File: config.mk
export PLATFORM = sky130hd
export DESIGN_NAME = display_decoder_flat
export DESIGN_NICKNAME = d
export VERILOG_FILES = /design/src/rtl/display_decoder_if.sv /design/src/rtl/display_decoder.sv /design/src/flat_wrapper.sv
export SDC_FILE = /design/constraint.sdc
export NUM_CORES = 1
export LEC_CHECK = 0
export CAP_MARGIN = 10
export CORE_MARGIN = 2
export CORE_UTILIZATION = 60
export DETAILED_ROUTE_END_ITERATION = 10
export PLACE_DENSITY = 0.83
export SKIP_LAST_GASP = 1
export SYNTH_ARGS = -nofsm -noshare
export SYNTH_HDL_FRONTEND = slang
export SYNTH_SLANG_ARGS = --single-unit
File: constraint.sdc
create_clock -name clk -period 12 [get_ports clk]
set_input_delay 1.2 -clock clk [delete_from_list [all_inputs] [get_ports clk]]
set_output_delay 1.2 -clock clk [all_outputs]
set_load 0.01 [all_outputs]
File: src/rtl/display_decoder_if.sv
// Purpose : observed 7-segment scan lines plus the decoded result of display_decoder.
// Latency : n/a (signal bundle only).
// Backpressure: none; the decoder only observes the scan lines, so there is no ready path.
//
// Signals:
//   digit_select    [3:0]  one-hot active-low digit enable (bit0 = ones .. bit3 = thousands)
//   led_select      [6:0]  active-low segments (bit0 = a .. bit6 = g)
//   number          [13:0] last decoded value 0..9999
//   number_valid           one-cycle pulse when number/decode_error update
//   decode_error           last frame contained an unrecognised segment pattern
//   display_stalled        no digit sampled for the stall timeout
// master = display driver side, slave = decoder side.
interface display_decoder_if;
  logic [3:0]  digit_select;
  logic [6:0]  led_select;
  logic [13:0] number;
  logic        number_valid;
  logic        decode_error;
  logic        display_stalled;

  modport master (
    output digit_select, led_select,
    input  number, number_valid, decode_error, display_stalled
  );

  modport slave (
    input  digit_select, led_select,
    output number, number_valid, decode_error, display_stalled
  );
endinterface

File: src/rtl/display_decoder.sv
// Purpose : watches a multiplexed active-low 7-segment scan and rebuilds the shown 4-digit value.
// Latency : number_valid rises 1 clock after the sampling edge that completes a 4-digit frame.
// Backpressure: none; pure observer, every completed frame is reported.
//
// Ports:
//   clk    system clock
//   reset  asynchronous active-low reset
//   bus    display_decoder_if.slave (scan lines in, number/number_valid/decode_error/display_stalled out)
module display_decoder #(
  parameter int SETTLE_CYCLES = 4,       // 1..255
  parameter int STALL_TIMEOUT = 2**20
) (
  input logic              clk,
  input logic              reset,
  display_decoder_if.slave bus
);

  localparam int         STALL_W     = $clog2(STALL_TIMEOUT + 1);
  localparam logic [7:0] SETTLE_LAST = 8'(SETTLE_CYCLES - 1);

  localparam logic [0:0] S_WAIT = 1'b0;
  localparam logic [0:0] S_HELD = 1'b1;

  logic [0:0]         state;
  logic [3:0]         prev_sel;
  logic [7:0]         settle_cnt;
  logic [STALL_W-1:0] stall_cnt;
  logic [3:0]         mask;
  logic [3:0]         err;
  logic [3:0][3:0]    digits;

  logic               sel_legal;
  logic               sel_same;
  logic               sample;
  logic [1:0]         sel_idx;
  logic [3:0]         seg_val;
  logic               seg_bad;
  logic               frame_done;
  logic [3:0]         mask_next;
  logic [3:0]         err_next;
  logic [13:0]        frame_value;

  assign sel_legal  = ($countones(~bus.digit_select) == 1);
  assign sel_same   = (bus.digit_select == prev_sel);
  // The counter has already seen SETTLE_CYCLES-1 stable cycles; this cycle is the last one.
  assign sample     = (state == S_WAIT) && sel_legal && sel_same && (settle_cnt == SETTLE_LAST);
  assign frame_done = (mask == 4'hF);

  always_comb begin
    sel_idx = 2'd0;
    case (bus.digit_select)
      4'b1110: sel_idx = 2'd0;
      4'b1101: sel_idx = 2'd1;
      4'b1011: sel_idx = 2'd2;
      4'b0111: sel_idx = 2'd3;
      default: sel_idx = 2'd0;
    endcase
  end

  always_comb begin
    seg_val = 4'd0;
    seg_bad = 1'b0;
    case (bus.led_select)
      7'h40: seg_val = 4'd0;
      7'h79: seg_val = 4'd1;
      7'h24: seg_val = 4'd2;
      7'h30: seg_val = 4'd3;
      7'h19: seg_val = 4'd4;
      7'h12: seg_val = 4'd5;
      7'h02: seg_val = 4'd6;
      7'h78: seg_val = 4'd7;
      7'h00: seg_val = 4'd8;
      7'h10: seg_val = 4'd9;
      7'h7F: seg_val = 4'd0;   // blank digit (leading-zero suppression) reads as 0
      default: seg_bad = 1'b1;
    endcase
  end

  // A completing frame clears mask/error in the same cycle a new sample may land;
  // the new sample is applied on top of the cleared state so it is not lost.
  always_comb begin
    mask_next = frame_done ? 4'h0 : mask;
    err_next  = frame_done ? 4'h0 : err;
    if (sample) begin
      mask_next[sel_idx] = 1'b1;
      err_next[sel_idx]  = seg_bad;
    end
  end

  assign frame_value = 14'(digits[3]) * 14'd1000
                     + 14'(digits[2]) * 14'd100
                     + 14'(digits[1]) * 14'd10
                     + 14'(digits[0]);

  always_ff @(posedge clk or negedge reset) begin
    if (!reset) begin
      state            <= S_WAIT;
      prev_sel         <= 4'hF;
      settle_cnt       <= 8'd0;
      stall_cnt        <= '0;
      mask             <= 4'h0;
      err              <= 4'h0;
      digits           <= '0;
      bus.number       <= 14'd0;
      bus.number_valid <= 1'b0;
      bus.decode_error <= 1'b0;
    end else begin
      prev_sel <= bus.digit_select;

      case (state)
        S_WAIT: begin
          if (sample) begin
            state      <= S_HELD;
            settle_cnt <= 8'd0;
          end else if (sel_legal && sel_same) begin
            settle_cnt <= settle_cnt + 8'd1;
          end else begin
            settle_cnt <= 8'd0;
          end
        end
        S_HELD: begin
          // One sample per activation: wait here until the select moves on.
          if (!sel_same) begin
            state      <= S_WAIT;
            settle_cnt <= 8'd0;
          end
        end
        default: begin
          state      <= S_WAIT;
          settle_cnt <= 8'd0;
        end
      endcase

      mask <= mask_next;
      err  <= err_next;
      if (sample) begin
        digits[sel_idx] <= seg_val;
      end

      bus.number_valid <= frame_done;
      if (frame_done) begin
        bus.number       <= frame_value;
        bus.decode_error <= |err;
      end

      if (sample) begin
        stall_cnt <= '0;
      end else if (stall_cnt != STALL_W'(STALL_TIMEOUT)) begin
        stall_cnt <= stall_cnt + 1'b1;
      end
    end
  end

  assign bus.display_stalled = (stall_cnt == STALL_W'(STALL_TIMEOUT));

endmodule

File: src/flat_wrapper.sv
// flat-port wrapper written by rule: the top's interface ports become plain ports
module display_decoder_flat 
#(
  parameter int SETTLE_CYCLES = 4,                
  parameter int STALL_TIMEOUT = 2**20
)
  (clk, reset, bus_digit_select, bus_led_select, bus_number, bus_number_valid, bus_decode_error, bus_display_stalled);
  display_decoder_if bus_i ();
  input logic clk;
  input logic reset;
  input wire logic [$bits(bus_i.digit_select)-1:0] bus_digit_select;
  input wire logic [$bits(bus_i.led_select)-1:0] bus_led_select;
  output wire logic [$bits(bus_i.number)-1:0] bus_number;
  output wire logic [$bits(bus_i.number_valid)-1:0] bus_number_valid;
  output wire logic [$bits(bus_i.decode_error)-1:0] bus_decode_error;
  output wire logic [$bits(bus_i.display_stalled)-1:0] bus_display_stalled;
  assign bus_i.digit_select = bus_digit_select;
  assign bus_i.led_select = bus_led_select;
  assign bus_number = bus_i.number;
  assign bus_number_valid = bus_i.number_valid;
  assign bus_decode_error = bus_i.decode_error;
  assign bus_display_stalled = bus_i.display_stalled;
  display_decoder #(.SETTLE_CYCLES(SETTLE_CYCLES), .STALL_TIMEOUT(STALL_TIMEOUT)) u_core (.clk(clk), .reset(reset), .bus(bus_i));
endmodule
# [Yosys cells after proc, flatten, opt, wreduce, memory -nomap -nowiden]
# Index checks and enable logic that the tools add are counted.
[op_classes] addsub=8 multipliers=3 magnitude_cmp=2 eq_ne=20 muxes=22 bitwise=3 reduce_logical=9
[ops] cell="21-bit 2-to-1 mux" n=2
[ops] cell="4-bit one-hot mux with 9 select lines" n=1
[ops] cell="32-bit adder" n=1
[ops] cell="32-bit by 2-bit equality test with 1-bit output (second input constant)" n=1
[ops] cell="7-bit equality test (second input constant)" n=4
[ops] cell="8-bit 2-to-1 mux" n=3
[ops] cell="21-bit by 1-bit adder with 21-bit output (second input constant)" n=1
[ops] cell="21-bit equality test (second input constant)" n=1
[ops] cell="7-bit by 5-bit equality test with 1-bit output (second input constant)" n=3
[ops] cell="21-bit inequality test (second input constant)" n=1
[ops] cell="4-bit 2-to-1 mux" n=5
[ops] cell="16-bit bitwise mux" n=1
[ops] cell="8-bit one-hot mux with 2 select lines" n=1
[ops] cell="14-bit by 11-bit adder with 14-bit output" n=1
[ops] cell="14-bit by 4-bit adder with 14-bit output" n=1
[ops] cell="14-bit by 8-bit adder with 14-bit output" n=1
[ops] cell="7-bit by 6-bit equality test with 1-bit output (second input constant)" n=2
[ops] cell="4-bit equality test (second input constant)" n=3
[ops] cell="4-bit by 7-bit multiplier with 11-bit output (second input constant)" n=1
[ops] cell="11-bit OR reduction" n=1
[ops] cell="4-bit by 5-bit multiplier with 9-bit output (second input constant)" n=1
[ops] cell="8-bit by 1-bit adder with 8-bit output (second input constant)" n=1
[ops] cell="4-bit demux with 2-bit select" n=1
[ops] cell="8-bit by 2-bit equality test with 1-bit output (second input constant)" n=1
[ops] cell="other kinds (20)" n=28
[word_totals] register_bits=74 in_bits=13 output_inout_bits=17 elab_cells=80

# [Depth between registers and ports, before layout]
# Gate-level depths: netlist of the first run.
[depth] ltp_word=9 mapped_depth=17

# [Worst setup path before layout of the first run]
# Ideal clock, no wire load.
[synth_timing] kind="reg2reg" startpoint="reg u_core.digits[14] in the netlist's numbering" endpoint="reg u_core.bus.number[13]" arrival_time_ns=4.600 setup_slack_ns=7.274 stages_incl_launch_ff=18 n_path_buf=0 cell_sequence="dfrtp_1 fa_1 inv_1 fa_1 inv_1 ha_1 a21o_1 a21oi_1 xor2_1 ha_1 ha_1 ha_1 a21o_1 a21oi_1 nand4_1 and3_1 o221a_2 a221o_1"
[synth_via] elab_chain_len=4
[synth_rtl] item="start, declared" line_no="display_decoder.sv:30" source="logic [3:0][3:0] digits;"
[synth_rtl] item="start signal, assigned by index" line_no="display_decoder.sv:137" source="digits[sel_idx] <= seg_val;"
[synth_rtl] item="4-bit by 7-bit multiplier with 11-bit output" line_no="display_decoder.sv:90" source="assign frame_value = 14'(digits[3]) * 14'd1000"
[synth_rtl] item="14-bit by 11-bit adder with 14-bit output" line_no="display_decoder.sv:91" source="+ 14'(digits[2]) * 14'd100"
[synth_rtl] item="14-bit by 8-bit adder with 14-bit output" line_no="display_decoder.sv:92" source="+ 14'(digits[1]) * 14'd10"
[synth_rtl] item="14-bit by 4-bit adder with 14-bit output" line_no="display_decoder.sv:93" source="+ 14'(digits[0]);"
[synth_rtl] item="end signal, assigned" line_no="display_decoder.sv:142" source="bus.number <= frame_value;"
[synth_rtl] item="end, declared" line_no="display_decoder_if.sv:28" source="output number, number_valid, decode_error, display_stalled"
# Every way passes these cells.
# A chain may end at the register's enable or synchronous reset.

# [Worst setup path in the final report of the first run]
[layout_timing] startpoint="reg u_core.digits[13] in the netlist's numbering" endpoint="reg u_core.bus.number[13]"
# Same word-level chain as after synthesis.

==> results of run 1 <==
[worst max-delay path by stage]
stage / cells after the start / slack, ns / to / start
3_3_place_gp: 10 / 6.80 / u_core.digits[0] / bus_digit_select[2]
2_1_floorplan: 17 / 7.27 / u_core.bus.number[13] / u_core.digits[14]
4_1_cts: 17 / 6.89 / u_core.bus.number[13] / u_core.digits[14]
3_5_place_dp: 10 / 6.66 / u_core.digits[0] / bus_digit_select[2]
5_1_grt: 17 / 6.51 / u_core.bus.number[13] / u_core.digits[14]
6_report: 17 / 6.85 / u_core.bus.number[13] / u_core.digits[13]
[cell type report]
class	count	area share
inverters	53	0.03424
clock inverters	4	0.01701
repair buffers	31	0.05168
flip-flops and latches	74	0.3196
multi-input cells	381	0.5306
well taps	105	0.02261
clock buffers	11	0.02433
[kinds of logic after synthesis]
| kind of cell | synth area share |
|---|---|
| simple gates | 0.1665 |
| fa+ha+maj | 0.2195 |
| compound gates | 0.1006 |
| flops | 0.3587 |
| buf+inv | 0.04569 |
| xor+xnor | 0.06261 |
| mux | 0.04641 |
[stage by stage]
stage | hold WS [ns] | instances | utilization | worst slack [ns]
after floorplan | 0.4315 | 518 | - | 7.274
after global placement | 0.4603 | 644 | 0.6712 | 6.798
after detailed placement | 0.4618 | 644 | 0.6712 | 6.661
after CTS | 0.4814 | 659 | 0.7001 | 6.887
after global routing | 0.5014 | 659 | 0.7001 | 6.515
final | 0.4797 | 659 | 0.7001 | 6.848
[registers in the layout, indices dropped and copies added (netlist names)]
| signal | cells |
|---|---|
| u_core.bus.decode_error | 1 |
| u_core.bus.number | 14 |
| u_core.bus.number_valid | 1 |
| u_core.digits | 16 |
| u_core.err | 4 |
| u_core.mask | 4 |
| u_core.prev_sel | 4 |
| u_core.settle_cnt | 8 |
| u_core.stall_cnt | 21 |
| u_core.state | 1 |
[worst reg2reg max path, cell delays in order, from the launching register on]
cell     delay, ns
dfrtp_1       0.48
fa_1          0.63
inv_1         0.10
fa_1          0.50
inv_1         0.05
ha_1          0.34
a21o_1        0.18
a21oi_1       0.21
xor2_1        0.18
ha_1          0.25
ha_1          0.30
ha_1          0.38
a21o_1        0.20
a21oi_1       0.32
nand4_1       0.18
and3_1        0.22
o221a_2       0.26
a221o_1       0.25
[cell usage in the layout, fill, tap and decap left out, types with 3 or more instances in the layout]
master           instances
nor3_1                   4
mux2_2                  12
nor2b_1                  4
dfrtp_1                 70
nand3b_1                 3
o21ai_0                 20
xor2_1                  24
clkbuf_8                10
inv_1                   52
a31oi_1                  6
or3_1                    7
and3_1                   5
bufinv_16                3
nand2_1                 45
a41oi_1                  3
dfstp_2                  4
mux2_1                   4
nand4_1                 11
ha_1                    62
a21o_1                   9
o31ai_1                  4
nor4_1                   6
nor2_4                   3
and4_1                   3
mux2i_1                  6
nand3_1                 17
clkdlybuf4s50_1         28
nor2_1                  38
a21oi_1                 16
nor4b_1                  3
xnor2_1                 13
fa_1                    18
[report_power, final]
group / total [mW] / internal, mW / switching (mW)
clock: 0.237 / 0.144 / 0.0935
sequential: 0.304 / 0.274 / 0.0305
combinational: 0.0714 / 0.0322 / 0.0391
[metal layers]
| layer | wire length, um | part of all wire | track usage |
|---|---|---|---|
| met1 | 4256 | 0.41 | 0.2694 |
| met2 | 5445 | 0.53 | 0.4247 |
| met3 | 250 | 0.024 | 0.03540 |
| met4 | 318 | 0.031 | 0.1008 |
| met5 | 0 | 0 | 0 |
==> flow_metrics.tcl, run 1 <==
set metrics [dict create \
    status "finished clean" \
    postSynthCellCount 518 \
    final_nets 643 \
    worstSkewPairLatency_ns 0.35 \
    cts_buffers 9 \
    first_iter_violations 140 \
    grt_usage 0.2326 \
    slew_headroom 0.3810 \
    clock_skew_ns 0.009565 \
    setup_viol 0 \
    slew_viol_final 0 \
    ys_warn_count 0 \
    wl_per_cell_um 15.58 \
    die_y_um 96.88 \
    final_cell_area_um2 5811 \
    async_reset_ff_frac 1.000 \
    worstPathArrival_ns 5.39 \
    die_w_um 96.88 \
    crit_required_ns 12.24 \
    r2r_end "u_core.bus.number[13]" \
    path_class "register to register" \
    path_common_cell "ha_1" \
    core_um2 8299 \
    hold_depth 2 \
    cts_hold_buf 0 \
    fill_cells 630 \
    routabilityCongestion 0.8345 \
    hold_viol 0 \
    holdCritPathClass "register to register" \
    cts_resized 0 \
    regToRegStartpoint "u_core.digits[13]" \
    synth_flop_cell "dfrtp_1" \
    seqCellArea_um2 1857 \
    vias_per_cell 5.830 \
    setup_tns_ns 0 \
    cp_max_fo 6 \
    place_hpwl_um 7661 \
    startpoint_type "register" \
    worstSetupEndpointType "register" \
    min_to "u_core.bus.number[0]" \
    syn_nets 611 \
    max_freq_ghz 0.1941 \
    p_leak_nw 2.901 \
    clkSlewWorstSetupHoldPaths_ns 0.08 \
    finalWirelength_um 10270 \
    critical_path.max_stage_delay_ns 0.63 \
    cap_violations 0 \
    clock_sinks 74 \
    cts_max_level 3 \
    hold_start "u_core.digits[0]" \
    reg2reg_depth 17 \
    cts_tree "done" \
    postSynthAreaPerCell_um2 9.993 \
    ff2ff_setup_slack_ns 6.85 \
    yosysSeqAreaShare 0.3587 \
    synth_area_um2 5176 \
    antenna_found_initial 0 \
    worst_pin_slew_ns 0.9285 \
    drc 0 \
    synth-seq-cells 74 \
    finalCritPeriodShare 0.4293 \
    io_buffer_count 29 \
    overflow 0 \
    diodes 0 \
    grt_pass1_wl_um 17970 \
    synth.top_cell.area_share 0.3384 \
    start_util 0.6237 \
    ctsRootBufferMaster "clkbuf_8" \
    crit_family "adder cells" \
    yosysTopAreaCell "dfrtp_1" \
    total_power_mw 0.6128 \
    drive_above_1_share 0.07581 \
    synth_most_common_cell "dfrtp_1" \
    cp_slowest_cell "fa_1" \
    cts_buffer_depth 2 \
    place_area_um2 5570 \
    grt_pass1_vias 4004 \
    peakVddDrop_uv 86.34 \
    power_density_nw_per_um2 105.5 \
    grt_max_degree 75 \
    placementRows 33 \
    num_vias 3842 \
    netlist-cell-type-count 56 \
    dieArea_um2 9386 \
    io_pins 30 \
    synth_area_leaders "dfrtp_1 34%, ha_1 15%, fa_1 7.0%, xor2_1 4.1%, inv_1 3.8%" \
    path_buf_inv 2 \
    post_cts_buffers 0 \
    synth_edf_count 0 \
    multi_input_area_um2 3083 \
    period_minus_slack_ns 5.152 \
    synth_common_cells "70 x dfrtp_1, 62 x ha_1, 52 x inv_1" \
    rsz0062_at_grt "false" \
    drtPass1Iterations 4 \
    ant_nets 0 \
    cp_cell_sequence "fa_1 > inv_1 > fa_1 > inv_1 > ha_1 > a21o_1 > a21oi_1 > xor2_1 > ha_1 > ha_1 > ha_1 > a21o_1 > a21oi_1 > nand4_1 > and3_1 > o221a_2 > a221o_1" \
    area_growth_syn_to_layout_pct 12.26 \
]
(Power assumes the default switching activity.)
==> run 2: changes to the inputs <==
Clock period 12 ns to 5.1 ns, I/O delays scaled along.
==> run 2 against run 1 <==
  * Design area increased by 1.2%
  * Power increased by 140%
  * First-iteration DRC count increased by 24%
  * Via count decreased by 3.3%
  * Cell count increased by 0.61%
  * Clock skew decreased by 0.0013 ns
  * Register-to-register slack got worse by 6.6 ns
  * Clock power increased to 2.6 times the previous value
  * Wire length decreased by 5.2%
  * Die area unchanged
  * Non-clock buffer count increased by 3
  * Critical path type unchanged
  * Largest cell class unchanged
==> flow_metrics.tcl, run 2 (synthesis gave the netlist of run 1 again) <==
set metrics [dict create \
    status "finished clean" \
    clock_sinks 74 \
    io_pins 30 \
    cts_hold_buf 0 \
    p_leak_nw 2.925 \
    worst_pin_slew_ns 0.9224 \
    grt_max_degree 75 \
    max_freq_ghz 0.2073 \
    largest_reg_flops 21 \
    cp_max_fo 6 \
    setup.worst_path.start "u_core.digits[13]" \
    worstSkewPairLatency_ns 0.36 \
    final_cell_mix "68 x dfrtp_1, 61 x ha_1, 52 x inv_1" \
    regToRegStartpoint "u_core.digits[13]" \
    grt_pass1_wl_um 17260 \
    routabilityCongestion 0.8669 \
    cap_violations 0 \
    cts_tree "done" \
    holdCritPathClass "input port to asynchronous set/reset pin" \
    io_buffer_count 29 \
    cts_buffers 9 \
    area_growth_syn_to_layout_pct 13.66 \
    setup_tns_ns 0 \
    period_minus_slack_ns 4.823 \
    setup_viol 0 \
    startpoint_type "register" \
    worstPathArrival_ns 5.07 \
    final_nets 646 \
    ant_nets 0 \
    largest_registers "u_core.stall_cnt: 21 flops, u_core.digits: 16 flops, u_core.bus.number: 14 flops" \
    drive_above_1_share 0.09498 \
    ctsRootBufferMaster "clkbuf_8" \
    antenna_found_initial 0 \
    num_vias 3715 \
    dieArea_um2 9386 \
    place_hpwl_um 7440 \
    critical_path.max_stage_delay_ns 0.62 \
    path_class "register to register" \
    clkSlewWorstSetupHoldPaths_ns 0.08 \
    grt_usage 0.2220 \
    cp_slowest_cell "fa_2" \
    core_um2 8299 \
    die_y_um 96.88 \
    path_common_cell "ha_1" \
    cts_buffer_depth 2 \
    wl_per_cell_um 14.69 \
    path_buf_inv 2 \
    reg2reg_depth 17 \
    finalWirelength_um 9737 \
    cp_cell_sequence "fa_2 > inv_1 > fa_1 > inv_1 > ha_1 > a21o_1 > a21oi_2 > xor2_1 > ha_1 > ha_1 > ha_2 > a21o_1 > a21oi_2 > nand4_1 > and3_1 > o221a_2 > a221o_1" \
    slew_headroom 0.3851 \
    start_util 0.6237 \
    crit_required_ns 5.35 \
    placementRows 33 \
    post-place-ws_ns 0.09819 \
    ff2ff_setup_slack_ns 0.28 \
    diodes 0 \
    layout_commonest_cell "dfrtp_1" \
    crit_family "adder cells" \
    overflow 0 \
    rsz0062_at_grt "false" \
    first_iter_violations 173 \
    vias_per_cell 5.603 \
    cts_resized 0 \
    finalCritPeriodShare 0.9458 \
    drc 0 \
    slew_viol_final 0 \
    worstSetupEndpointType "register" \
    setup_ws_ns 0.2766 \
    peakVddDrop_uv 237.7 \
    r2r_end "u_core.bus.number[13]" \
    hold_viol 0 \
    grt_pass1_vias 3847 \
    regMostFlops "u_core.stall_cnt" \
    clock_skew_ns 0.008307 \
    cts_max_level 3 \
    drtPass1Iterations 4 \
    die_w_um 96.88 \
    power_density_nw_per_um2 253.6 \
    post_cts_buffers 0 \
]
==> run 2: cell type report <==
type,count,area (um^2)
Sequential cell,74,1859
Fill cell,609,2416
Timing Repair Buffer,34,322.8
Inverter,53,198.9
Tap cell,105,131.4
Clock buffer,10,137.6
Multi-Input combinational cell,381,3095
Clock inverter,6,137.6
==> run 2: layer usage <==
layer / up-vias / track usage / share of wire
met5: - / 0 / 0
met4: 0 / 0.07692 / 0.018
met3: 14 / 0.03974 / 0.030
met2: 68 / 0.4060 / 0.53
met1: 1768 / 0.2611 / 0.42
li1: 1865 / - / -
==> run 2: worst max-delay path by stage <==
stage / end / cells past startpoint
final: u_core.bus.number[13] / 17
after global routing: u_core.bus.number[13] / 17
after CTS: u_core.bus.number[13] / 17
after detailed placement: u_core.bus.number[13] / 17
after global placement: u_core.bus.number[13] / 17
after floorplan: u_core.bus.number[13] / 17
==> run 2: stage by stage <==
step,hold slack [ns],util,cells,cell area [um^2],total power [mW]
after floorplan,0.2144,-,518,5176,0.8246
after global placement,0.4529,0.6739,647,5593,0.8759
after detailed placement,0.4693,0.6739,647,5593,0.8882
after CTS,0.3984,0.7071,663,5868,1.506
after global routing,0.4427,0.7089,663,5883,1.569
final,0.3262,0.7089,663,5883,1.492
==> run 2: where the power goes <==
| part | switching (mW) | leakage (nW) | internal (mW) | total (mW) |
|---|---|---|---|---|
| Clock | 0.226 | 0.137 | 0.389 | 0.615 |
| Combinational | 0.0867 | 1.82 | 0.0750 | 0.162 |
| Sequential | 0.0714 | 0.972 | 0.644 | 0.715 |
| Total | 0.384 | 2.92 | 1.11 | 1.49 |
